## config.mk

```make
export PLATFORM = sky130hd
export DESIGN_NAME = elastic_pipeline_reg
export DESIGN_NICKNAME = d
export VERILOG_FILES = /design/src/rtl/dsp_pkg.sv /design/src/rtl/elastic_stage.sv /design/src/rtl/elastic_pipeline_reg.sv
export SDC_FILE = /design/constraint.sdc
export NUM_CORES = 1
export LEC_CHECK = 0
export ABC_AREA = 1
export CAP_MARGIN = 20
export CORE_MARGIN = 1
export CORE_UTILIZATION = 50
export CTS_BUF_LIST = sky130_fd_sc_hd__clkbuf_2
export CTS_CLUSTER_SIZE = 8
export DETAILED_ROUTE_END_ITERATION = 8
export PLACE_DENSITY = 0.81
export REMOVE_ABC_BUFFERS = 1
export SLEW_MARGIN = 25
export SYNTH_ARGS = -nofsm -noshare
export SYNTH_HDL_FRONTEND = slang
export SYNTH_SLANG_ARGS = --single-unit
```

## constraint.sdc

```tcl
create_clock -name CLK -period 1.6 [get_ports CLK]
set_input_delay 0.4 -clock CLK [delete_from_list [all_inputs] [get_ports CLK]]
set_output_delay 0.4 -clock CLK [all_outputs]
set_load 0.03 [all_outputs]
```

## src/rtl/dsp_pkg.sv

```systemverilog
// Shared DSP-slice constants and elaboration-time helpers.
// Holds the legal parameter ranges of the pipeline blocks and the width
// helper used to size occupancy counters.
package dsp_pkg;

    localparam int WIDTH_MIN = 32'sd1;
    localparam int WIDTH_MAX = 32'sd48;
    localparam int DEPTH_MIN = 32'sd0;
    localparam int DEPTH_MAX = 32'sd8;

    // Ceiling log2; clog2(1) is 0.
    function automatic int clog2(input int value);
        int result;
        result = 32'sd0;
        for (int v = value - 32'sd1; v > 32'sd0; v = v >>> 32'sd1) begin
            result = result + 32'sd1;
        end
        return result;
    endfunction

    // Width of a counter able to hold 0..depth, never narrower than one bit.
    function automatic int occ_width(input int depth);
        int w;
        w = clog2(depth + 32'sd1);
        return (w < 32'sd1) ? 32'sd1 : w;
    endfunction

endpackage

```

## src/rtl/elastic_stage.sv

```systemverilog
// One elastic pipeline stage: a data word plus its valid bit.
// Synchronous clear wins over load; with neither, the stage holds.
module elastic_stage #(
    parameter int WIDTH = 18
) (
    input  logic             CLK,
    input  logic             RSTN,
    input  logic             load,
    input  logic             clr,
    input  logic [WIDTH-1:0] d_in,
    input  logic             v_in,
    output logic [WIDTH-1:0] d_out,
    output logic             v_out
);

    logic [WIDTH-1:0] data_r;
    logic             valid_r;

    // Stage register: reset/clear empty it, load captures the upstream slot.
    always_ff @(posedge CLK or negedge RSTN) begin
        if (!RSTN) begin
            data_r  <= '0;
            valid_r <= 1'b0;
        end else if (clr) begin
            data_r  <= '0;
            valid_r <= 1'b0;
        end else if (load) begin
            data_r  <= d_in;
            valid_r <= v_in;
        end else begin
            data_r  <= data_r;
            valid_r <= valid_r;
        end
    end

    assign d_out = data_r;
    assign v_out = valid_r;

endmodule

```

## src/rtl/elastic_pipeline_reg.sv

```systemverilog
// Elastic valid/ready pipeline register with bubble collapsing.
// DEPTH stages of elastic_stage; stage 0 faces the input. A stage advances
// whenever some stage at or beyond it is empty or the output is draining,
// so gaps close up and a full pipe still moves one word per cycle.
// DEPTH=0 or BYPASS=1 turns the block into a plain wire path.
module elastic_pipeline_reg
    import dsp_pkg::*;
#(
    parameter int WIDTH  = 18,
    parameter int DEPTH  = 2,
    parameter int BYPASS = 0
) (
    input  logic                         CLK,
    input  logic                         RSTN,
    input  logic                         CE,
    input  logic                         SCLR,
    input  logic [WIDTH-1:0]             in_data,
    input  logic                         in_valid,
    output logic                         in_ready,
    output logic [WIDTH-1:0]             out_data,
    output logic                         out_valid,
    input  logic                         out_ready,
    output logic [occ_width(DEPTH)-1:0]  occupancy
);

    localparam int OCC_W = occ_width(DEPTH);

    generate
        if ((DEPTH == 0) || (BYPASS == 1)) begin : g_bypass

            // Control inputs have no meaning on a wire path.
            logic unused_s;
            assign unused_s  = ^{CLK, RSTN, CE, SCLR};

            assign out_data  = in_data;
            assign out_valid = in_valid;
            assign in_ready  = out_ready;
            assign occupancy = {OCC_W{1'b0}};

        end else begin : g_pipe

            logic [DEPTH-1:0] load_s;
            logic [DEPTH-1:0] valid_s;
            logic [WIDTH-1:0] data_s [DEPTH];
            logic             go_s;
            logic             clr_s;
            logic             in_ready_s;
            logic             out_valid_s;
            logic             in_fire_s;
            logic             out_fire_s;
            logic [OCC_W-1:0] occ_r;

            // Advance enables: scan from the output back, a stage loads once a hole or a drain lies ahead.
            always_comb begin
                go_s   = out_ready;
                load_s = '0;
                for (int i = DEPTH - 1; i >= 0; i--) begin
                    go_s      = go_s | ~valid_s[i];
                    load_s[i] = CE & go_s;
                end
            end

            assign clr_s       = CE & SCLR;
            assign in_ready_s  = RSTN & ~SCLR & load_s[0];
            assign out_valid_s = CE & valid_s[DEPTH-1];
            assign in_fire_s   = in_valid & in_ready_s;
            assign out_fire_s  = out_valid_s & out_ready;

            for (genvar i = 0; i < DEPTH; i++) begin : g_stage
                logic [WIDTH-1:0] d_in_s;
                logic             v_in_s;

                if (i == 0) begin : g_head
                    assign d_in_s = in_data;
                    assign v_in_s = in_valid;
                end else begin : g_link
                    assign d_in_s = data_s[i-1];
                    assign v_in_s = valid_s[i-1];
                end

                elastic_stage #(
                    .WIDTH (WIDTH)
                ) u_stage (
                    .CLK   (CLK),
                    .RSTN  (RSTN),
                    .load  (load_s[i]),
                    .clr   (clr_s),
                    .d_in  (d_in_s),
                    .v_in  (v_in_s),
                    .d_out (data_s[i]),
                    .v_out (valid_s[i])
                );
            end

            // Occupancy counter: +1 per accepted word, -1 per emitted word.
            always_ff @(posedge CLK or negedge RSTN) begin
                if (!RSTN) begin
                    occ_r <= '0;
                end else if (clr_s) begin
                    occ_r <= '0;
                end else begin
                    case ({in_fire_s, out_fire_s})
                        2'b10:   occ_r <= occ_r + OCC_W'(1'b1);
                        2'b01:   occ_r <= occ_r - OCC_W'(1'b1);
                        default: occ_r <= occ_r;
                    endcase
                end
            end

            assign in_ready  = in_ready_s;
            assign out_valid = out_valid_s;
            assign out_data  = data_s[DEPTH-1];
            assign occupancy = occ_r;

        end
    endgenerate

endmodule

```

Word-level counts from Yosys, hierarchy flattened. Index checks and enable logic that the tools add are counted.

Input bits: 24. Output and inout bits: 22. Flip-flop bits (word level): 40. Word-level logic and storage cells: 35.

Bitwise logic cells: 13. Mux-type cells: 10. Equal/unequal tests: 2. Add/sub/neg operators: 2. Reductions and logical operators: 3.

Operators by type and width (count): 2-to-1 mux 18 bit (4); bitwise AND 1 bit (8); 2-to-1 mux 1 bit (4); one-hot mux 2 bit (2 select lines) (1); nonzero test 2 bit (2); inverter 1 bit (3); nonzero test 3 bit (1); adder 2 x 1 -> 2 bit, second input constant (1); equality test 2 x 1 -> 1 bit, second input constant (1); equality test 2 bit, second input constant (1); 2-to-1 mux 2 bit (1); OR 1 bit (2); subtractor 2 x 1 -> 2 bit, second input constant (1).

Logic depth before layout (Yosys ltp). Gate-level depths: netlist (run 1).

Depth after elaboration: 9. Depth in mapped cells: 10. Mapped depth without buffers: 10.

Modules after synthesis. Synthesis (run 1) repeated with hierarchy kept, for this count alone.

Cell total of the unflattened synthesis: 199. Area, all modules: 1793.0 µm².

By module, submodules not included: elastic_stage (area an instance 787.0 µm², sequential area each 475.5 µm², instances 2, cells an instance 82); elastic_pipeline_reg (area an instance 219.0 µm², sequential area each 50.0 µm², instances 1, cells an instance 35).

Worst setup path after synthesis (run 1). OpenSTA, ideal clock, no wires.

Kind: input-to-output. Start point: input out_ready. End point: output in_ready. Buffers on the path: 0. Stages on the path: 6. Arrival time: 1.421 ns. Path slack: -0.221 ns. Required time: 1.200 ns. Cell sequence: inv_1 nand2_1 nand2_4 nand2_4 inv_4 nor3_1.

Word-level cells in the longest chain between the ends: 4.

RTL lines: start: declaration (line elastic_pipeline_reg.sv:22) `input logic out_ready,`; OR 1 bit (2 in a row) (line elastic_pipeline_reg.sv:58) `go_s = go_s | ~valid_s[i];`; bitwise AND 1 bit (line elastic_pipeline_reg.sv:59) `load_s[i] = CE & go_s;`; bitwise AND 1 bit (line elastic_pipeline_reg.sv:64) `assign in_ready_s = RSTN & ~SCLR & load_s[0];`; end: declaration (line elastic_pipeline_reg.sv:19) `output logic in_ready,`.

Every way passes these cells.

Worst setup path after layout (run 1).
Start point: register g_pipe.g_stage[0].u_stage.valid_r. End point: output in_ready.

Word-level cells in the longest chain between the ends: 4.

RTL lines: start: declaration (line elastic_stage.sv:17) `logic valid_r;`; start signal: assignment (line elastic_stage.sv:29) `valid_r <= v_in;`; start signal: assignment (line elastic_stage.sv:32) `valid_r <= valid_r;`; inverter 1 bit (line elastic_pipeline_reg.sv:58); OR 1 bit (line elastic_pipeline_reg.sv:58); bitwise AND 1 bit (line elastic_pipeline_reg.sv:59); bitwise AND 1 bit (line elastic_pipeline_reg.sv:64).

Every way passes these cells.

==> results_dict.tcl, run 1 <==
set metrics [dict create \
    io_buffer_count 45 \
    syn2layout_area_growth_pct 31.8 \
    grt_pass1_wl_um 6580 \
    grt_usage_pct 22.0 \
    synth_common_cells "dfrtp_1 (40), nand3_1 (36), inv_1 (30), o21ai_2 (14)" \
    stdcell_area_sq_um 2380 \
    grt_pass1_vias 1456 \
    reg2reg_depth 9 \
    route.detailed.drc 0 \
    clk_latency_ns 0.40 \
    p_per_area_nw_per_um2 929 \
    timing.fmax_mhz 570 \
    status "complete, but fails checks" \
    end_kind "output pin" \
    ys_types 26 \
    maxCapViolCount 0 \
    cts_num_sinks 40 \
    die_h_um 62.2 \
    violations "setup timing" \
    clockRootBuffer "clkbuf_2" \
    seq_area_frac_synth_pct 55.3 \
    hold_path.class "primary input to async pin" \
    worst_slew_pin_slew_ns 0.501 \
    place_hpwl_um 2630 \
    synthFlopType "dfrtp_1" \
    drt_iter0_markers 68 \
    maxSlewViolCount 0 \
    vias 1503 \
    final_cells 294 \
    synth_top_area_cell "dfrtp_1" \
    wl_per_cell_um 13.4 \
    grt_max_degree 41 \
    setup_viol 1 \
    r2r_end "occupancy[0]" \
    fin_crit_sh_pct 110 \
    setup_ws_ns -0.154 \
    ios 46 \
    antenna_found_initial 0 \
    fin_crit_ns 1.75 \
    n_antenna_cell 0 \
    die_area_sq_um 3860 \
    hold_violations 0 \
    worstReg2RegStart "g_pipe.g_stage[0].u_stage.v_out" \
    synth_top_area_share_pct 55.3 \
    cts_max_path_buffers 2 \
    row_count 21 \
    core-area_sq_um 3390 \
    rsz0062_at_grt "true" \
    cp-start-kind "flip-flop" \
    vias_per_cell 5.11 \
    wl_um 3940 \
    clkTransAtPathRegs_ns 0.20 \
    cp_max_fo 2 \
    postPlaceCellArea_sq_um 2380 \
    cts_buffers 5 \
    crit_required_ns 1.20 \
    fillers 264 \
    synthArstFlopShare_pct 100 \
    leakage_uw 0.00120 \
    slew_headroom_pct 66.6 \
    worst-r2r-setup-slack_ns 0.13 \
    place_congestion 0.804 \
    overflow 0 \
    synth_top_cells_by_area "dfrtp_1 (55%), nand3_1 (10%), o21ai_2 (6.8%)" \
    drtAntennaViolNets 0 \
    die_x_um 62.2 \
    dr.pass1.iters 4 \
    drive_gt1_share_pct 31.5 \
    nets 271 \
    fin_worst_skew_ns 0.0175 \
    synth-seq-cells 40 \
    initial_core_util_pct 53.4 \
    dp.cells 281 \
    synth-edff-count 0 \
    yosysMostFrequentCell "dfrtp_1" \
    vdd_ir_drop_max_mv 0.489 \
    crit_type "flip-flop to output pin" \
    h-tree-depth 2 \
    crit_arrival_ns 1.35 \
    cts_tree "yes" \
    yosysWarnings 0 \
    postSynthCellCount 183 \
    register_area_sq_um 1000 \
    multiInputGateArea_sq_um 616 \
    syn_area_per_cell_sq_um 9.89 \
    netlist_area_sq_um 1810 \
]
==> flip-flops by register name (all words and copies together) (netlist names) <==
register	count
g_pipe.g_stage.u_stage.d_out	36
g_pipe.g_stage.u_stage.v_out	2
occupancy	2
==> cell type report <==
| cell class | count | share of cell area [%] |
|---|---|---|
| clock buffer | 7 | 1.47 |
| clock inverter | 1 | 0.157 |
| inverter | 32 | 5.14 |
| multi-input combinational | 102 | 25.8 |
| sequential | 40 | 42.0 |
| tap | 46 | 2.41 |
| timing repair buffer | 66 | 23.0 |
==> placed cells by master (no fill, tap or decap), types with 3 or more instances in the layout <==
cell	n
o21ai_1	6
dfrtp_1	39
nand2_4	3
o21ai_2	14
nand2_2	4
nand3_1	36
o31ai_1	6
clkbuf_2	25
a21oi_1	3
o21ai_0	11
nand4_1	3
clkdlybuf4s50_1	20
buf_12	3
inv_1	28
nand2_1	8
buf_4	19
==> routing by layer <==
layer | track usage (%) | up-vias | routed length, um
met3 | 4.78 | 10 | 177
met2 | 36.8 | 48 | 1920
met1 | 27.5 | 708 | 1760
met5 | 0 | - | 0
li1 | - | 737 | -
met4 | 9.01 | 0 | 80
==> how the worst max path moves through the flow <==
stage,start,to
after CTS,g_pipe.g_stage[1].u_stage.v_out,in_ready
after detailed placement,CE,occupancy[0]
final,g_pipe.g_stage[0].u_stage.v_out,in_ready
after global routing,g_pipe.g_stage[0].u_stage.v_out,in_ready
after global placement,CE,in_ready
after floorplan,out_ready,in_ready
==> power breakdown <==
| group | internal, uW | switching, uW | leakage (uW) |
|---|---|---|---|
| Clock | 117 | 319 | 0.0000306 |
| Sequential | 1120 | 50.3 | 0.000518 |
| Combinational | 241 | 368 | 0.000650 |
| Total | 1480 | 738 | 0.00120 |
==> through the flow <==
| step | setup TNS, ns | power [uW] | hold slack, ns | setup slack (ns) | util (%) |
|---|---|---|---|---|---|
| 2_1_floorplan | -3.98 | 1510 | 0.104 | -0.375 | - |
| 3_5_place_dp | -9.34 | 1820 | 0.498 | -0.306 | 70.3 |
| 6_report | -0.154 | 2210 | 0.0253 | -0.154 | 70.4 |
| 4_1_cts | -0.136 | 2220 | 0.0389 | -0.136 | 71.8 |
| 3_3_place_gp | -8.06 | 1800 | 0.489 | -0.281 | 70.3 |
| 5_1_grt | -0.277 | 2330 | 0.0556 | -0.229 | 70.4 |
==> repair_timing <==
action,in CTS,in global routing
buffers inserted,2,3
hold buffers,0,0
pin swaps,2,2
cloned,0,0
endpoints found under the setup margin,22,22
resized for setup,36,33
==> kinds of logic (layout without fill, tap and decap cells) <==
logic type	count (synthesis)	count (layout)	share of synthesized area, %
AOI/OAI and AO/OA	42	42	15.6
xor gates and xnor gates	1	1	0.484
buffers and inverters	41	106	11.3
DFF	40	40	55.3
and+or+nand+nor	59	59	17.2
==> worst max-delay path, stage by stage, from the launching register on <==
cell and delay, ns:
dfrtp_1 0.43, inv_2 0.08, nand2_2 0.07, nand2_4 0.09, inv_4 0.03, nor3_2 0.09, buf_4 0.18
(Power assumes the default switching activity.)
==> run 2: changes to the inputs <==
Settings changed: GPL_ROUTABILITY_DRIVEN set to 0.
==> results of run 2 <==
The final DEF is identical to that of run 1; final timing and power are the same.
==> run 3: changes to the inputs <==
Settings changed: CAP_MARGIN 20 to 0, SLEW_MARGIN 25 to 40.
==> results of run 3 <==
The final DEF is identical to that of run 1; final timing and power are the same.
